## config.mk

```make
export PLATFORM = sky130hd
export DESIGN_NAME = hazard_scoreboard
export DESIGN_NICKNAME = d
export VERILOG_FILES = /design/src/rtl/hazard_scoreboard.sv
export SDC_FILE = /design/constraint.sdc
export NUM_CORES = 1
export LEC_CHECK = 0
export ABC_CLOCK_PERIOD_IN_PS = 2600
export BUFFER_PORTS_ARGS = -buffer_cell sky130_fd_sc_hd__clkbuf_2
export CAP_MARGIN = 25
export CELL_PAD_IN_SITES_DETAIL_PLACEMENT = 1
export CELL_PAD_IN_SITES_GLOBAL_PLACEMENT = 2
export CORE_MARGIN = 5
export CORE_UTILIZATION = 24
export CTS_CLUSTER_DIAMETER = 60
export DETAILED_ROUTE_END_ITERATION = 10
export PLACE_DENSITY_LB_ADDON = 0.2
export SLEW_MARGIN = 20
export SYNTH_ARGS = -nofsm -noshare
export SYNTH_HDL_FRONTEND = slang
export SYNTH_SLANG_ARGS = --single-unit
```

## constraint.sdc

```tcl
create_clock -name clock -period 2.6 [get_ports clock]
set_input_delay 0.52 -clock clock [delete_from_list [all_inputs] [get_ports clock]]
set_output_delay 0.52 -clock clock [all_outputs]
set_load 0.05 [all_outputs]
```

## src/rtl/hazard_scoreboard.sv

```systemverilog
// Pipeline hazard controller: trap FSM, redirects, load-use and structural stalls.
// Optional performance counters are built only when HAZARD_SCOREBOARD_PERF_EN is defined.
module hazard_scoreboard #(
  parameter int NUM_STAGES   = 4,
  parameter int LOAD_LATENCY = 1,
  parameter int MAX_LOADS    = 2
) (
  input  logic                  clock,
  input  logic                  reset,
  input  logic                  stallControl,
  input  logic                  fetchDecodeValid,
  input  logic                  decodeExecuteValid,
  input  logic                  memoryWritebackValid,
  input  logic [4:0]            readAddress1,
  input  logic [4:0]            readAddress2,
  input  logic                  decodeExecuteIsLoad,
  input  logic [4:0]            decodeExecuteDestinationRegister,
  input  logic                  branchValid,
  input  logic                  mretSignal,
  input  logic                  trapValid,
  input  logic [3:0]            trapCause,
  input  logic [31:0]           trapValue,
  output logic [NUM_STAGES-1:0] stageStall,
  output logic [NUM_STAGES-1:0] stageFlush,
  output logic                  controlReset,
  output logic [3:0]            mcause,
  output logic [31:0]           mtval,
  output logic                  trapTaken,
  output logic [31:0]           loadUseStallCount,
  output logic [31:0]           structStallCount
);

  typedef enum logic {RUN = 1'b0, TRAP = 1'b1} state_t;

  localparam logic [2:0] LAT = 3'(LOAD_LATENCY);

  state_t          state_reg;
  logic            trap_taken_reg;
  logic [3:0]      mcause_reg;
  logic [31:0]     mtval_reg;

  logic [MAX_LOADS-1:0] ent_valid_reg;
  logic [4:0]           ent_rd_reg    [MAX_LOADS];
  logic [2:0]           ent_count_reg [MAX_LOADS];

  logic [MAX_LOADS-1:0] ent_expire;
  logic [MAX_LOADS-1:0] ent_free;
  logic [MAX_LOADS-1:0] ent_match;
  logic [MAX_LOADS-1:0] alloc_onehot;

  logic run;
  logic trap_accept;
  logic redirect;
  logic rs1_nz;
  logic rs2_nz;
  logic alloc_req;
  logic alloc_match;
  logic load_use;
  logic struct_hz;
  logic alloc_fire;

  assign run         = (state_reg == RUN);
  assign trap_accept = !reset && run && trapValid && memoryWritebackValid;
  assign redirect    = run && !trap_accept && (branchValid || mretSignal);
  assign rs1_nz      = (readAddress1 != 5'd0);
  assign rs2_nz      = (readAddress2 != 5'd0);

  // Loads arriving while in TRAP are discarded, so they never request a slot.
  assign alloc_req   = run && decodeExecuteValid && decodeExecuteIsLoad &&
                       (decodeExecuteDestinationRegister != 5'd0);
  assign alloc_match = alloc_req &&
                       ((rs1_nz && decodeExecuteDestinationRegister == readAddress1) ||
                        (rs2_nz && decodeExecuteDestinationRegister == readAddress2));

  generate
    for (genvar gi = 0; gi < MAX_LOADS; gi++) begin : g_entry
      // An entry whose count reaches zero this edge is reusable by a load in the same cycle.
      assign ent_expire[gi] = ent_valid_reg[gi] && !stallControl && (ent_count_reg[gi] == 3'd1);
      assign ent_free[gi]   = !ent_valid_reg[gi] || ent_expire[gi];
      assign ent_match[gi]  = ent_valid_reg[gi] &&
                              ((rs1_nz && ent_rd_reg[gi] == readAddress1) ||
                               (rs2_nz && ent_rd_reg[gi] == readAddress2));
    end
  endgenerate

  assign alloc_onehot = ent_free & ~(ent_free - MAX_LOADS'(1));

  assign load_use   = run && !trap_accept && fetchDecodeValid && (alloc_match || (|ent_match));
  assign struct_hz  = run && !trap_accept && alloc_req && !(|ent_free);
  // The load-use bubble flush of stage 1 lets the load advance, so it does not block allocation.
  assign alloc_fire = alloc_req && !trap_accept && !stallControl && !struct_hz &&
                      !redirect && (|ent_free);

  always_ff @(posedge clock) begin
    if (reset) begin
      state_reg      <= RUN;
      trap_taken_reg <= 1'b0;
      mcause_reg     <= 4'd0;
      mtval_reg      <= 32'd0;
    end else begin
      case (state_reg)
        RUN: begin
          if (trap_accept) begin
            state_reg      <= TRAP;
            trap_taken_reg <= 1'b1;
            mcause_reg     <= trapCause;
            mtval_reg      <= trapValue;
          end
        end
        TRAP: begin
          state_reg      <= RUN;
          trap_taken_reg <= 1'b0;
        end
        default: begin
          state_reg      <= RUN;
          trap_taken_reg <= 1'b0;
        end
      endcase
    end
  end

  always_ff @(posedge clock) begin
    if (reset) begin
      for (int i = 0; i < MAX_LOADS; i++) begin
        ent_valid_reg[i] <= 1'b0;
        ent_rd_reg[i]    <= 5'd0;
        ent_count_reg[i] <= 3'd0;
      end
    end else if (trap_accept) begin
      ent_valid_reg <= '0;
    end else begin
      for (int i = 0; i < MAX_LOADS; i++) begin
        if (alloc_fire && alloc_onehot[i]) begin
          ent_valid_reg[i] <= 1'b1;
          ent_rd_reg[i]    <= decodeExecuteDestinationRegister;
          ent_count_reg[i] <= LAT;
        end else if (ent_valid_reg[i] && !stallControl) begin
          ent_count_reg[i] <= ent_count_reg[i] - 3'd1;
          if (ent_count_reg[i] == 3'd1) begin
            ent_valid_reg[i] <= 1'b0;
          end
        end
      end
    end
  end

  always_comb begin
    stageStall   = '0;
    stageFlush   = '0;
    controlReset = 1'b0;
    if (reset) begin
      stageStall = '0;
    end else if (trap_accept) begin
      stageFlush   = '1;
      controlReset = 1'b1;
    end else if (state_reg == TRAP) begin
      stageFlush = '1;
    end else begin
      if (redirect) begin
        stageFlush[1:0] = 2'b11;
      end
      if (stallControl) begin
        stageStall = '1;
      end
      if (struct_hz) begin
        stageStall[1:0] = 2'b11;
      end
      // A held stage 1 must not be bubbled, so the load-use flush yields to any stage-1 stall.
      if (load_use) begin
        stageStall[0] = 1'b1;
        if (!stallControl && !struct_hz) begin
          stageFlush[1] = 1'b1;
        end
      end
    end
  end

  assign trapTaken = trap_taken_reg && !reset;
  assign mcause    = mcause_reg;
  assign mtval     = mtval_reg;

`ifdef HAZARD_SCOREBOARD_PERF_EN
  logic [31:0] load_use_cnt_reg;
  logic [31:0] struct_cnt_reg;

  always_ff @(posedge clock) begin
    if (reset) begin
      load_use_cnt_reg <= 32'd0;
      struct_cnt_reg   <= 32'd0;
    end else begin
      if (load_use) begin
        load_use_cnt_reg <= load_use_cnt_reg + 32'd1;
      end
      if (struct_hz) begin
        struct_cnt_reg <= struct_cnt_reg + 32'd1;
      end
    end
  end

  assign loadUseStallCount = load_use_cnt_reg;
  assign structStallCount  = struct_cnt_reg;
`else
  assign loadUseStallCount = 32'd0;
  assign structStallCount  = 32'd0;
`endif

endmodule

```

==> results.py, run 1 <==
metrics = {
    "worst_setup_path": {
        "r2r_setup_slack_ps": 500,
        "path_max_fanout": 2,
        "r2r-end": "ent_rd_reg[0][8]",
        "rr_worst_depth": 8,
        "crit_end": "stageStall[0]",
        "r2r-start": "ent_count_reg[1][1]",
        "start_kind": "flip-flop",
        "crit_type": "reg2out",
        "end_kind": "output port",
        "critPathLaunch": "ent_rd_reg[0][0]",
        "cp.arrival_ps": 2100,
        "crit_required_ps": 2080,
    },
    "cts": {
        "clk_pin_slew_ps": 70,
        "root_buffer": "clkbuf_16",
        "clkLatencyLatePin_ps": 290,
        "cts_tree": "done",
        "cts_buffers": 5,
        "clock_path_buffers": 2,
        "cts_htree_levels": 2,
        "clkSinkCount": 56,
    },
    "sta": {
        "fin_skew_ps": 6.38,
        "finalSetupViolCount": 1,
        "min_period_over_period_pct": 101,
        "fin_ws_ps": -16.3,
        "whs_ps": 418,
        "finalMaxSlewViolations": 0,
        "tns_ps": -16.3,
        "min_period_ps": 2620,
        "fmax_ghz": 0.382,
        "hold_violations": 0,
        "rsz0062_at_grt": "yes",
    },
    "global_route": {
        "grt_overflow": 0,
        "grt_pass1_wl_um": 14300,
        "antenna_found_initial": 0,
        "grt_max_degree": 55,
        "grt_pass1_vias": 2806,
        "grt_usage_pct": 11.1,
    },
    "power_and_ir_drop": {
        "powerDensity_nw_per_um2": 574,
        "leakage_nw": 1.80,
        "max-vdd-ir-drop_v": 0.000256,
    },
    "synth": {
        "synth_edf_count": 16,
        "seq_area_frac_synth_pct": 40.6,
        "synth.avg_cell_area_um2": 8.70,
        "syn_inst": 363,
        "ys_seq_elements": 56,
        "ys_async_sr_fraction_pct": 0,
        "synth-main-ff-cell": "dfxtp_1",
        "yosys_warnings": 0,
        "synth.distinct_cells": 41,
        "netlist_area_um2": 3160,
    },
    "layout": {
        "fillCellCount": 1566,
        "synthToLayoutAreaGrowth_pct": 28.3,
        "fin_nets": 542,
        "largest_reg_flops": 32,
        "drive_gt1_share_pct": 31.4,
        "antenna_cells": 0,
    },
    "die": {
        "die_y_um": 125,
        "io_pins": 171,
        "core-area_um2": 13100,
        "start_util_pct": 24.1,
        "row_count": 42,
        "die_area_um2": 15500,
        "die_w_um": 125,
    },
    "drt": {
        "dr.pass1.iters": 3,
        "vias_per_cell": 3.93,
        "drc": 0,
        "vias": 2572,
        "ant_nets": 0,
        "wl_um": 8920,
        "first_iter_violations": 68,
        "drt-wirelength-per-cell_um": 13.6,
    },
    "place": {
        "dp_hpwl_um": 7210,
        "io_buffers": 106,
        "dp_slack_ps": -108,
        "gp_congestion": 0.744,
    },
    "run_status": {
        "status": "finished, violations left",
        "failed_checks": "setup timing",
    },
    "min_path": {
        "hp-start": "trapValue[30]",
        "min_path_type": "in2reg",
    },
    "run": {
        "cap_violations": 0,
    },
}
==> worst max-delay path, cell delays in order, from the launching register on <==
cell	delay [ps]
edfxtp_1	440
xnor2_1	160
nand3_1	100
nor4_1	220
o21ai_1	120
a31o_1	230
a2111oi_4	360
buf_12	180
==> kinds of logic (layout without fill, tap and decap cells) <==
family,count (synthesis),after routing,synth area share (%)
buffers and inverters,92,144,19.3
adders and majority gates,4,4,1.59
and+or+nand+nor,120,120,17.8
AOI/OAI and AO/OA,58,58,11.7
xor gates and xnor gates,32,32,8.88
other,1,64,0.119
DFF,56,56,40.6
==> timing repair <==
| item | 4_1_cts | 5_1_grt |
|---|---|---|
| cloned | 0 | 0 |
| setup buffers | 1 | 0 |
| hold buffers | 0 | 0 |
| pin swaps | 4 | 1 |
| endpoints found under the setup margin | 2 | 3 |
| resized for setup | 6 | 7 |
==> per-layer routing <==
layer  track usage, %  share of wire (%)  vias up
li1                 -                  -     1290
met1             13.1                 41     1191
met2             18.7                 49       85
met3             4.72                8.8        6
met4             2.32               0.83        0
met5                0                  0        -
==> report_power, final <==
part           internal [W]  switching [W]  leakage [nW]
clock network      0.000416       0.000311        0.0790
registers          0.000938      0.0000261         0.496
logic              0.000149       0.000486          1.22
==> cells in the mapped netlist, types with 3 or more instances <==
cell | instances | area [µm²]
a21o_1 | 3 | 22.5
xor2_1 | 12 | 105
nor4_1 | 7 | 43.8
o21ai_0 | 38 | 190
buf_4 | 66 | 495
nor2_1 | 11 | 41.3
clkbuf_1 | 10 | 37.5
edfxtp_1 | 16 | 480
xnor2_1 | 20 | 175
nand3_1 | 10 | 50.1
nand2_1 | 75 | 282
a21oi_1 | 3 | 15.0
inv_1 | 11 | 41.3
and2_1 | 5 | 31.3
dfxtp_1 | 40 | 801
ha_1 | 4 | 50.1
==> per-stage QoR <==
| step | cells | total power, W | utilization, % | instance area (µm²) |
|---|---|---|---|---|
| after global placement | 645 | 0.00161 | 29.3 | 3830 |
| after CTS | 654 | 0.00236 | 30.6 | 4010 |
| final | 654 | 0.00233 | 30.9 | 4050 |
| after global routing | 654 | 0.00244 | 30.9 | 4050 |
| after detailed placement | 645 | 0.00161 | 29.3 | 3830 |
| after floorplan | 426 | 0.00152 | - | 3420 |
==> how the worst min path moves through the flow <==
stage               slack, ps  cells past startpoint         to
floorplan                 530                      2  state_reg
global placement          440                      2  mtval[28]
detailed placement        450                      2  mtval[31]
CTS                       410                      3  mtval[16]
global route              420                      3  mtval[29]
finish                    420                      3  mtval[30]
==> cells in the final DEF (no fill, tap or decap), drive strengths merged, types with 3 or more instances in the layout <==
cell type and n:
nand3 10, clkbuf 108, nor4 8, a211oi 3, edfxtp 16, ha 4
a21oi 3, a21o 3, o21ai 40, conb 64, xnor2 20, buf 24
and2 5, nand2 75, inv 11, dfxtp 40, nor2 11, xor2 12
==> final cells by class <==
| class | count | area [µm²] | share of cell area [%] |
|---|---|---|---|
| sequential | 56 | 1280 | 31.6 |
| inverter | 11 | 41.3 | 1.02 |
| clock buffer | 7 | 154 | 3.80 |
| timing repair buffer | 125 | 752 | 18.6 |
| clock inverter | 1 | 5.00 | 0.124 |
| multi-input combinational | 278 | 1600 | 39.4 |
| tap | 176 | 220 | 5.44 |
Note: power is estimated with default switching activity, not from simulation.
==> inputs of run 2 (changes only) <==
REMOVE_ABC_BUFFERS = 1   (was unset)
==> run 2 against run 1 <==
Against the previous run: the flow still finishes with violations (setup timing); critical path type unchanged; clock power grew 0.8%; non-clock buffer count rose by 2; clock skew about the same; via count up 1.8%; fmax decreased by 5.0%; wire length down 2.1%; worst hold slack worse by 2.9 ps.
==> results.py, run 2 (synthesized netlist as in run 1, its figures left out) <==
metrics = {
    "sta": {
        "tns_ps": -298,
        "tightest_slew_ps": 613,
        "min_period_ps": 2750,
        "fin_skew_ps": 6.05,
        "fin_ws_ps": -155,
        "max_slew_margin_pct": 58.8,
        "fmax_ghz": 0.363,
        "finalMaxSlewViolations": 0,
        "hold_violations": 0,
        "rsz0062_at_grt": "yes",
        "whs_ps": 415,
        "min_period_over_period_pct": 106,
        "finalSetupViolCount": 2,
    },
    "drt": {
        "first_iter_violations": 72,
        "drc": 0,
        "vias_per_cell": 3.99,
        "dr.pass1.iters": 4,
        "ant_nets": 0,
        "vias": 2618,
        "drt-wirelength-per-cell_um": 13.3,
        "wl_um": 8740,
    },
    "worst_setup_path": {
        "rr_worst_depth": 8,
        "crit_type": "reg2out",
        "cp.arrival_ps": 2230,
        "end_kind": "output port",
        "path_max_fanout": 2,
        "crit_required_ps": 2080,
        "start_kind": "flip-flop",
    },
    "cts": {
        "clkLatencyLatePin_ps": 300,
        "clkSinkCount": 56,
        "cts_buffers": 5,
        "root_buffer": "clkbuf_16",
        "clock_path_buffers": 2,
        "hold_buffers": 0,
        "cts_htree_levels": 2,
        "clk_pin_slew_ps": 70,
        "cts_tree": "done",
    },
    "place": {
        "dp_hpwl_um": 6860,
        "gp_congestion": 0.839,
        "io_buffers": 106,
        "dp_cells": 646,
    },
    "layout": {
        "largest_reg_flops": 32,
        "layout_common_cells": "clkbuf_2, nand2_1, conb_1, dfxtp_1, o21ai_0",
        "stdcell_count": 656,
        "multi_input_area_um2": 1610,
        "synthToLayoutAreaGrowth_pct": 28.3,
        "drive_gt1_share_pct": 32.7,
        "fillCellCount": 1592,
        "layout_commonest_cell": "clkbuf_2",
        "antenna_cells": 0,
        "fin_nets": 544,
        "seq_area_um2": 1280,
    },
    "power_and_ir_drop": {
        "power.total_w": 0.00233,
        "leakage_nw": 1.81,
        "powerDensity_nw_per_um2": 574,
        "max-vdd-ir-drop_v": 0.000255,
    },
    "min_path": {
        "min_path_cells": 3,
        "min_path_type": "in2reg",
    },
    "die": {
        "start_util_pct": 24.1,
        "row_count": 42,
        "io_pins": 171,
        "die_y_um": 125,
        "core-area_um2": 13100,
        "die_w_um": 125,
        "die_area_um2": 15500,
    },
    "global_route": {
        "met3_usage_pct": 5.75,
        "grt_pass1_wl_um": 13800,
        "grt_pass1_vias": 2750,
        "grt_max_degree": 70,
        "met2_usage_pct": 18.0,
        "grt_usage_pct": 10.8,
        "grt-busiest-layer": "met2",
        "antenna_found_initial": 0,
        "use_met1_pct": 11.9,
        "grt_overflow": 0,
    },
    "run_status": {
        "status": "finished, violations left",
        "failed_checks": "setup timing",
    },
    "run": {
        "cap_violations": 0,
    },
}
==> run 2: path summary, 6_finish.rpt <==
check	startpoint	end	slack [ps]
worst min register to register	mcause[1]	mcause[1]	460
worst min-delay path	trapValue[31]	mtval[31]	420
worst max register to register	ent_count_reg[0][1]	ent_rd_reg[0][9]	500
worst max-delay path	ent_rd_reg[0][7]	stageStall[0]	-150
==> run 2: what timing repair did <==
action,in CTS,in global routing
setup endpoints to repair,2,3
pin swaps,4,4
setup buffers,1,1
gates resized for setup,11,22
endpoints found under the hold margin,0,0
==> run 2: worst max-delay path, cell delays in order (launching register included) <==
cell	delay, ps
edfxtp_1	450
xor2_1	180
nor4_2	280
o21ai_1	110
a31o_1	260
a2111oi_2	360
buf_4	180
buf_12	130
==> run 2: final cells by class <==
| class | count | area share, % |
|---|---|---|
| repair buffers | 127 | 18.3 |
| clock buffers | 6 | 3.71 |
| multi-input cells | 278 | 39.6 |
| flip-flops and latches | 56 | 31.6 |
| clock inverters | 2 | 0.278 |
| well taps | 176 | 5.44 |
| inverters | 11 | 1.02 |
==> run 2: power by group <==
group	leakage (nW)	total [W]	internal [W]	switching (W)
clock	0.0823	0.000732	0.000415	0.000317
sequential	0.496	0.000964	0.000938	0.0000258
combinational	1.23	0.000629	0.000145	0.000484
total	1.81	0.00233	0.00150	0.000827
==> run 2: stage by stage <==
| stage | utilization [%] | setup WS, ps | cell area (µm²) |
|---|---|---|---|
| 6_report | 30.9 | -155 | 4050 |
| 2_1_floorplan | - | -9030 | 2820 |
| 4_1_cts | 30.3 | -188 | 3970 |
| 5_1_grt | 30.9 | -323 | 4050 |
| 3_5_place_dp | 28.8 | -202 | 3760 |
| 3_3_place_gp | 28.8 | -183 | 3760 |
==> run 2: per-layer routing <==
metal,wire [µm],up-vias,part of all wire (%)
met2,4060,101,46
met5,0,-,0
met4,86,0,0.98
li1,-,1295,-
met1,3600,1216,41
met3,991,6,11
==> inputs of run 3 (changes only) <==
CELL_PAD_IN_SITES_DETAIL_PLACEMENT = 0   (was 1)
CELL_PAD_IN_SITES_GLOBAL_PLACEMENT = 1   (was 2)
CORE_UTILIZATION = 32   (was 24)
SETUP_SLACK_MARGIN = 0.15   (was unset)
==> run 3 against run 2 <==
Against the previous run: the flow still finishes with violations (setup timing); utilization increased by 11 points; cell count is 6.3% lower; power decreased by 7.0%; first-iteration DRC count is 67% higher; clock-buffer cell count is 1 higher; clock skew grew 2.3 ps; die area decreased by 23%; worst hold slack worse by 15 ps; combinational power is 0.8% higher; sequential power about the same; worst setup slack better by 100 ps.
==> results.py, run 3 (synthesized netlist as in run 1, its figures left out) <==
metrics = {
    "sta": {
        "finalMaxSlewViolations": 0,
        "finalSetupViolCount": 2,
        "fin_ws_ps": -51.4,
        "fin_skew_ps": 8.32,
        "max_slew_margin_pct": 64.4,
        "rsz0062_at_grt": "yes",
        "min_period_over_period_pct": 102,
        "fmax_ghz": 0.377,
        "tightest_slew_ps": 534,
        "min_period_ps": 2650,
        "whs_ps": 400,
        "hold_violations": 0,
    },
    "place": {
        "gp_congestion": 0.788,
        "dp_cells": 601,
        "io_buffers": 106,
        "dp_hpwl_um": 5850,
    },
    "die": {
        "die_y_um": 109,
        "die_area_um2": 12000,
        "io_pins": 171,
        "core-area_um2": 9680,
        "die_w_um": 109,
        "row_count": 36,
        "start_util_pct": 32.6,
    },
    "min_path": {
        "hp-start": "trapValue[0]",
        "min_path_cells": 3,
        "min_path_type": "in2reg",
    },
    "drt": {
        "ant_nets": 0,
        "vias_per_cell": 4.13,
        "wl_um": 7510,
        "drc": 0,
        "dr.pass1.iters": 4,
        "drt-wirelength-per-cell_um": 12.2,
        "first_iter_violations": 120,
        "vias": 2538,
    },
    "layout": {
        "drive_gt1_share_pct": 33.0,
        "fin_nets": 546,
        "fin_util_pct": 41.5,
        "largest_reg_flops": 32,
        "stdcell_count": 615,
        "antenna_cells": 0,
        "layout_commonest_cell": "clkbuf_2",
        "layout_common_cells": "clkbuf_2, nand2_1, conb_1, dfxtp_1, o21ai_0",
        "synthToLayoutAreaGrowth_pct": 27.2,
        "fillCellCount": 978,
    },
    "global_route": {
        "grt_pass1_vias": 2430,
        "grt_pass1_wl_um": 11700,
        "grt_overflow": 0,
        "grt_max_degree": 67,
        "antenna_found_initial": 0,
        "grt_usage_pct": 12.2,
    },
    "worst_setup_path": {
        "cp.arrival_ps": 2130,
        "crit_type": "in2out",
        "rr_worst_depth": 10,
        "start_kind": "primary input",
        "crit_required_ps": 2080,
        "r2r-start": "state_reg",
        "critPathLaunch": "readAddress2[1]",
        "end_kind": "output port",
        "path_max_fanout": 4,
    },
    "run_status": {
        "failed_checks": "setup timing",
        "status": "finished, violations left",
    },
    "power_and_ir_drop": {
        "intPower_w": 0.00137,
        "leakage_nw": 1.81,
        "power.total_w": 0.00216,
        "combinationalPowerShare_pct": 29.3,
        "max-vdd-ir-drop_v": 0.000249,
        "p_sw_w": 0.000793,
        "p_seq_share_pct": 44.5,
        "powerDensity_nw_per_um2": 538,
        "clkPwrFrac_pct": 26.2,
        "swShare_pct": 36.7,
    },
    "cts": {
        "clock_path_buffers": 2,
        "cts_htree_levels": 2,
        "clkLatencyLatePin_ps": 310,
        "cts_buffers": 5,
        "root_buffer": "clkbuf_8",
        "clk_pin_slew_ps": 100,
        "cts_tree": "done",
        "clkSinkCount": 56,
        "hold_buffers": 0,
    },
    "run": {
        "cap_violations": 0,
    },
}
## run 3: cell types whose count changed in the layout (fill, tap and decap cells not counted), moves of 3 or more
cell	change
buf_12	+3
clkbuf_16	-5
clkbuf_4	+3
clkbuf_8	+6
nor4_1	+3
nor4_2	-4
## run 3: per-stage QoR
step | cell area [µm²] | worst slack [ps] | TNS, ps
after floorplan | 2820 | -9030 | -459340
after global placement | 3720 | -126 | -185
after detailed placement | 3720 | -173 | -269
after CTS | 3900 | -110 | -214
after global routing | 4020 | -221 | -363
final | 4020 | -51.4 | -103
## run 3: what timing repair did
| item | in CTS | in global routing |
|---|---|---|
| pin swaps | 2 | 3 |
| setup buffers | 1 | 5 |
| gates resized for setup | 12 | 23 |
| setup endpoints to repair | 6 | 9 |
## run 3: area by class of cell
cell class | count | area, µm² | area share, %
clock buffers | 7 | 108 | 2.68
clock inverters | 1 | 8.76 | 0.218
inverters | 11 | 41.3 | 1.03
multi-input cells | 278 | 1610 | 40.0
flip-flops and latches | 56 | 1280 | 32.0
well taps | 133 | 166 | 4.14
repair buffers | 129 | 800 | 19.9
## run 3: worst max-delay path, cell delays in order
cell	delay [ps]
clkbuf_2	130
or4_4	560
nor2_4	120
nor4_1	60
o21ai_0	170
a31o_1	260
o21bai_1	130
buf_12	170
## run 3: routing by layer
metal  vias to the layer above  track usage (%)  share of wire, %
met2                       109             19.3                44
met1                      1123             15.3                43
met4                         0             2.40              0.44
li1                       1302                -                 -
met3                         4             5.58                12
met5                         -                0                 0
## run 3: worst paths after layout
kind                               to  slack (ps)
setup / recovery        stageFlush[1]         -50
hold / removal               mtval[0]         400
setup reg to reg  ent_count_reg[1][0]         400
hold reg to reg             mcause[3]         460
## run 3: power groups by stage
stage                     registers (W)  logic, W  clock network (W)
final                          0.000961  0.000634           0.000566
after global routing           0.000967  0.000676           0.000634
after CTS                      0.000963  0.000621           0.000602
after detailed placement       0.000981  0.000611                  0
after global placement         0.000981  0.000610                  0
after floorplan                 0.00108  0.000348                  0
